==> config.mk <==
export PLATFORM = sky130hd
export DESIGN_NAME = hdmi_i2c_config_sequencer
export DESIGN_NICKNAME = d
export VERILOG_FILES = /design/src/rtl/hdmi_i2c_config_sequencer.sv
export SDC_FILE = /design/constraint.sdc
export NUM_CORES = 1
export LEC_CHECK = 0
export BUFFER_PORTS_ARGS = -buffer_cell sky130_fd_sc_hd__buf_2
export CAP_MARGIN = 20
export CORE_AREA = 10 10 103 105
export DETAILED_ROUTE_END_ITERATION = 12
export DIE_AREA = 0 0 113 115
export PLACE_DENSITY = 0.8
export SLEW_MARGIN = 20
export SYNTH_ARGS = -nofsm -noshare
export SYNTH_HDL_FRONTEND = slang
export SYNTH_SLANG_ARGS = --single-unit
==> constraint.sdc <==
create_clock -name clk -period 4.19 [get_ports clk]
set_clock_uncertainty 0.2 [all_clocks]
set_input_delay 0.419 -clock clk [delete_from_list [all_inputs] [get_ports clk]]
set_output_delay 0.419 -clock clk [all_outputs]
set_load 0.01 [all_outputs]
==> src/rtl/hdmi_i2c_config_sequencer.sv <==
// HDMI transmitter power-up register sequencer: walks a fixed write table through
// the I2C master with go/done handshake, retry on NACK/timeout, and hot-plug replay.
`timescale 1ns/1ps
module hdmi_i2c_config_sequencer #(
  parameter logic [7:0]  SLAVE_ADDR     = 8'h72,
  parameter int unsigned POWERUP_CYCLES = 200000,
  parameter int unsigned GAP_CYCLES     = 16,
  parameter int unsigned TIMEOUT_CYCLES = 4096,
  parameter int unsigned RETRY_LIMIT    = 3
) (
  input  logic        clk,
  input  logic        reset_n,
  input  logic        start,
  input  logic        hpd,
  output logic        i2c_go,
  output logic [23:0] i2c_data,
  input  logic        i2c_done,
  input  logic        i2c_nack,
  output logic        busy,
  output logic        config_done,
  output logic        config_error,
  output logic [3:0]  write_index
);

  localparam logic [2:0] S_IDLE  = 3'd0;
  localparam logic [2:0] S_PWRUP = 3'd1;
  localparam logic [2:0] S_ISSUE = 3'd2;
  localparam logic [2:0] S_WAIT  = 3'd3;
  localparam logic [2:0] S_GAP   = 3'd4;
  localparam logic [2:0] S_DONE  = 3'd5;
  localparam logic [2:0] S_ERROR = 3'd6;

  localparam logic [3:0] LAST_INDEX = 4'd9;

  function automatic logic [15:0] table_entry(input logic [3:0] idx);
    case (idx)
      4'd0:    table_entry = 16'h4110;
      4'd1:    table_entry = 16'h9803;
      4'd2:    table_entry = 16'h9AE0;
      4'd3:    table_entry = 16'h9C30;
      4'd4:    table_entry = 16'h9D61;
      4'd5:    table_entry = 16'hA2A4;
      4'd6:    table_entry = 16'hA3A4;
      4'd7:    table_entry = 16'hE0D0;
      4'd8:    table_entry = 16'hF900;
      4'd9:    table_entry = 16'h1500;
      default: table_entry = '0;
    endcase
  endfunction

  logic [2:0]  state;
  logic [31:0] cnt;
  logic [31:0] retry;
  logic        hpd_s1;
  logic        hpd_s2;
  logic        hpd_s3;
  logic        hpd_rise;

  always_comb begin
    hpd_rise = hpd_s2 & ~hpd_s3;
  end

  always_ff @(posedge clk) begin
    if (!reset_n) begin
      hpd_s1 <= 1'b0;
      hpd_s2 <= 1'b0;
      hpd_s3 <= 1'b0;
    end else begin
      hpd_s1 <= hpd;
      hpd_s2 <= hpd_s1;
      hpd_s3 <= hpd_s2;
    end
  end

  // i2c_data is preloaded with the next entry whenever the index is set, so it
  // never moves during GAP/ISSUE/WAIT and only changes on WAIT exit.
  always_ff @(posedge clk) begin
    if (!reset_n) begin
      state        <= S_IDLE;
      cnt          <= '0;
      retry        <= '0;
      i2c_go       <= 1'b0;
      i2c_data     <= '0;
      busy         <= 1'b0;
      config_done  <= 1'b0;
      config_error <= 1'b0;
      write_index  <= '0;
    end else begin
      i2c_go <= 1'b0;
      case (state)
        S_IDLE: begin
          if (start) begin
            state       <= S_PWRUP;
            cnt         <= POWERUP_CYCLES - 32'd1;
            retry       <= '0;
            write_index <= '0;
            i2c_data    <= {SLAVE_ADDR, table_entry(4'd0)};
            busy        <= 1'b1;
          end
        end
        S_PWRUP: begin
          if (cnt == '0) state <= S_ISSUE;
          else           cnt   <= cnt - 32'd1;
        end
        S_ISSUE: begin
          i2c_go <= 1'b1;
          cnt    <= TIMEOUT_CYCLES - 32'd1;
          state  <= S_WAIT;
        end
        S_WAIT: begin
          // A done arriving in the expiry cycle takes priority over the timeout.
          if (i2c_done && !i2c_nack) begin
            if (write_index == LAST_INDEX) begin
              state       <= S_DONE;
              busy        <= 1'b0;
              config_done <= 1'b1;
            end else begin
              write_index <= write_index + 4'd1;
              i2c_data    <= {SLAVE_ADDR, table_entry(write_index + 4'd1)};
              retry       <= '0;
              cnt         <= GAP_CYCLES - 32'd1;
              state       <= S_GAP;
            end
          end else if (i2c_done || cnt == '0) begin
            if (retry < RETRY_LIMIT) begin
              retry <= retry + 32'd1;
              cnt   <= GAP_CYCLES - 32'd1;
              state <= S_GAP;
            end else begin
              state        <= S_ERROR;
              busy         <= 1'b0;
              config_error <= 1'b1;
            end
          end else begin
            cnt <= cnt - 32'd1;
          end
        end
        S_GAP: begin
          if (cnt == '0) state <= S_ISSUE;
          else           cnt   <= cnt - 32'd1;
        end
        S_DONE, S_ERROR: begin
          if (hpd_rise) begin
            state        <= S_PWRUP;
            cnt          <= POWERUP_CYCLES - 32'd1;
            retry        <= '0;
            write_index  <= '0;
            i2c_data     <= {SLAVE_ADDR, table_entry(4'd0)};
            busy         <= 1'b1;
            config_done  <= 1'b0;
            config_error <= 1'b0;
          end
        end
        default: begin
          state <= S_IDLE;
          busy  <= 1'b0;
        end
      endcase
    end
  end

endmodule

==> run metrics <==
worst-path maximum fanout 17; run status finished, final reports clean; Setup crit start kind register; Vias between 4k and 5k; Hold Path End hpd_s1$_SDFF_PN0_; Worst IR Drop VDD roughly 0.29 mV; hold depth 2; Core ar. 8550 um^2; synthesis-to-finish area growth 6.81%; H-tree levels 3; Slew Viols, Final 0; most frequent cell after synthesis dfxtp_1; commonest cells in the netlist dfxtp_1 (94), nor2_1 (60), nand2_1 (52), a21oi_1 (41), nor3_1 (28); Critical Path Source state[1]$_SDFFE_PN0P_; Post-synth top flop dfxtp_1; HP Start hpd; multiplexer share of the synthesized area between 1 and 1.5%; port bufs 32; Yosys reg bits between 90 and 100; Static Leak between 1.5 and 2 nW; Routed WL per cell 15.8 um; worst r2r path cells 8; Top Ports 38; Ys Warns 0; antenna violations before repair 0; WP data required 4.25 ns; Post-Syn Instances just over 600; largest net degree at the start of global routing 40; largest cells by area after synthesis dfxtp_1 (38%), nor2_1 (4.5%), a21oi_1 (4.1%); Setup TNS 0 ns; Synth Area in Compound Gates slightly below 20%; Max Cap Viol 0; row count 34; Worst path max stage delay 0.67 ns; Period minus WS final between 3 and 4 ns; reg-to-reg setup timing slack between 0.9 and 1 ns; drc violations 0; Worst Path Buf+Inv 1; later-pin clock latency in the skew report roughly 0.36 ns; Area after DPL around 5000 um^2; layout cells sized above 1 a little under an eighth; Synth Area in Adders approximately 2.8%; Mean Syn Cell Area 8.15 um^2; largest family of logic cells by synthesized area simple AND/OR/NAND/NOR gates; Die Area ~13000 um^2; CP cell instances nand3b_1 -> or4_1 -> nand3_1 -> a211oi_1 -> buf_4 -> and3_1 -> a41o_1 -> and2_1; WHS 0.0704 ns; antenna fix cells 0; Total Nets Final between 600 and 700; Final setup viols 0; delay-heaviest family, CP simple AND/OR/NAND/NOR gates; Tightest Pin Transition between 0.7 and 0.8 ns; Async SR Flop Fraction 0%; Total GRT Usage between 10% and 20%; Die Width roughly 110 um; post-synth cell types 68; clk buf depth 2; final wirelength about 12 mm; Final ANT Viol Nets 0; global-route wire length before repair just under 20 mm; TritonRoute pass-1 iters 5; vias per inst approximately 6.1; FMAX 307 MHz; Placer Congestion a little over 0.9; fin crit share ~78%; fin worst setup slack roughly 0.94 ns; vias in the first global route 4079; cell at the root of the clock tree clkbuf_8; Yosys top cell area share 37.8%; total CTS buffers 9; CTS tree yes; Mapped Area 4980 um^2; simple logic cell fraction of the synthesized area 29.7%; r2r endpoint retry[8]$_SDFFE_PN0P_; Fin. Hold Viols 0; post-synthesis sequential area ratio between 30 and 40%; clock sinks 94; DP Wirelength slightly above 8 mm; pre-CTS setup slack ~1.0 ns; WP data arrival between 3 and 4 ns; EDFF count, synth 0; Crit-path slowest cell dfxtp_1; Starting Density between 50 and 60%; Hold-fix buffers, CTS 0; # resized after CTS 0; setup bufs post-CTS 0; Setup crit end kind register; die height about 120 um; Crit Path Class reg2reg; DR iter-0 viols 256; Clk pin slew, worst setup/hold paths approximately 0.1 ns; Synth Area in XOR/XNOR 3.69%; worst r2r src state[1]$_SDFFE_PN0P_; Levels on crit path 8; total gr overflow 0; RSZ-0062 raised after global routing no; HP Class in2reg; Finished Cell Area 5320 um^2; cell taking the most area after synthesis dfxtp_1; Relative slew margins approximately 51%; PD cells between 400 and 500 nW/um^2
## state kept, by name (all words and copies together) (netlist names)
name,cells
config_error,1
hpd_s3,1
cnt,32
hpd_s2,1
state,3
i2c_go,1
busy,1
write_index,4
retry,32
config_done,1
i2c_data,16
hpd_s1,1
## worst max-delay path by stage
stage	endpoint	slack [ns]
5_1_grt	cnt[19]$_SDFFE_PN0P_	0.77
3_3_place_gp	retry[8]$_SDFFE_PN0P_	1.10
2_1_floorplan	cnt[30]$_SDFFE_PN0P_	1.51
4_1_cts	retry[8]$_SDFFE_PN0P_	1.00
3_5_place_dp	retry[8]$_SDFFE_PN0P_	1.01
6_report	retry[8]$_SDFFE_PN0P_	0.94
## per-layer routing
layer | global-route usage [%] | vias to the layer above | part of all wire (%)
met4 | 4.99 | 0 | 1.0
met5 | 0 | - | 0
met2 | 30.3 | 141 | 49
met3 | 4.38 | 8 | 5.8
li1 | - | 2225 | -
met1 | 21.4 | 2106 | 44
## final cells by class
cell class	instances	area, um^2
Sequential cell	94	1880
Timing Repair Buffer	37	198
Multi-Input combinational cell	463	2850
Clock inverter	6	70.1
Tap cell	108	135
Inverter	16	60.1
Clock buffer	10	128
Fill cell	737	3230
## logic make-up after synthesis
family / after synthesis
other: 1
multiplexers: 5
AO/OA/AOI/OAI: 146
flip-flops: 94
XOR/XNOR: 21
AND/OR/NAND/NOR: 275
adder cells (fa/ha/maj): 11
buffers and inverters: 58
## per-stage QoR
stage	total power, W	std cells	util [%]
finish	0.00215	734	62.2
global route	0.00227	734	62.2
CTS	0.00216	734	62.1
detailed placement	0.00155	718	59.8
global placement	0.00153	718	59.8
floorplan	0.00144	615	-
## power by group
group / switching (W) / internal (W) / total, W
logic: 0.000339 / 0.000189 / 0.000528
registers: 0.0000669 / 0.000944 / 0.00101
clock network: 0.000325 / 0.000281 / 0.000606
total: 0.000731 / 0.00141 / 0.00215
## cell usage in the layout, fill, tap and decap left out, types with 5 or more instances in the layout
| cell type | n |
|---|---|
| mux2i_1 | 5 |
| nand4_1 | 9 |
| conb_1 | 5 |
| inv_1 | 16 |
| dfxtp_1 | 94 |
| a31oi_1 | 8 |
| and2_1 | 9 |
| xnor2_1 | 14 |
| nand2_1 | 52 |
| or3_1 | 8 |
| nand2b_1 | 6 |
| nor4_1 | 18 |
| clkbuf_8 | 9 |
| and3_1 | 12 |
| xor2_1 | 7 |
| nor2_1 | 60 |
| ha_1 | 11 |
| o21ai_1 | 7 |
| o21a_1 | 11 |
| or4_1 | 10 |
| a21oi_1 | 41 |
| buf_2 | 32 |
| a21boi_0 | 7 |
| o31ai_1 | 7 |
| nand3_1 | 17 |
| buf_4 | 5 |
| nor2b_1 | 18 |
| o21ai_0 | 27 |
| nor3_1 | 26 |
Power figures use the tool's default switching activity.
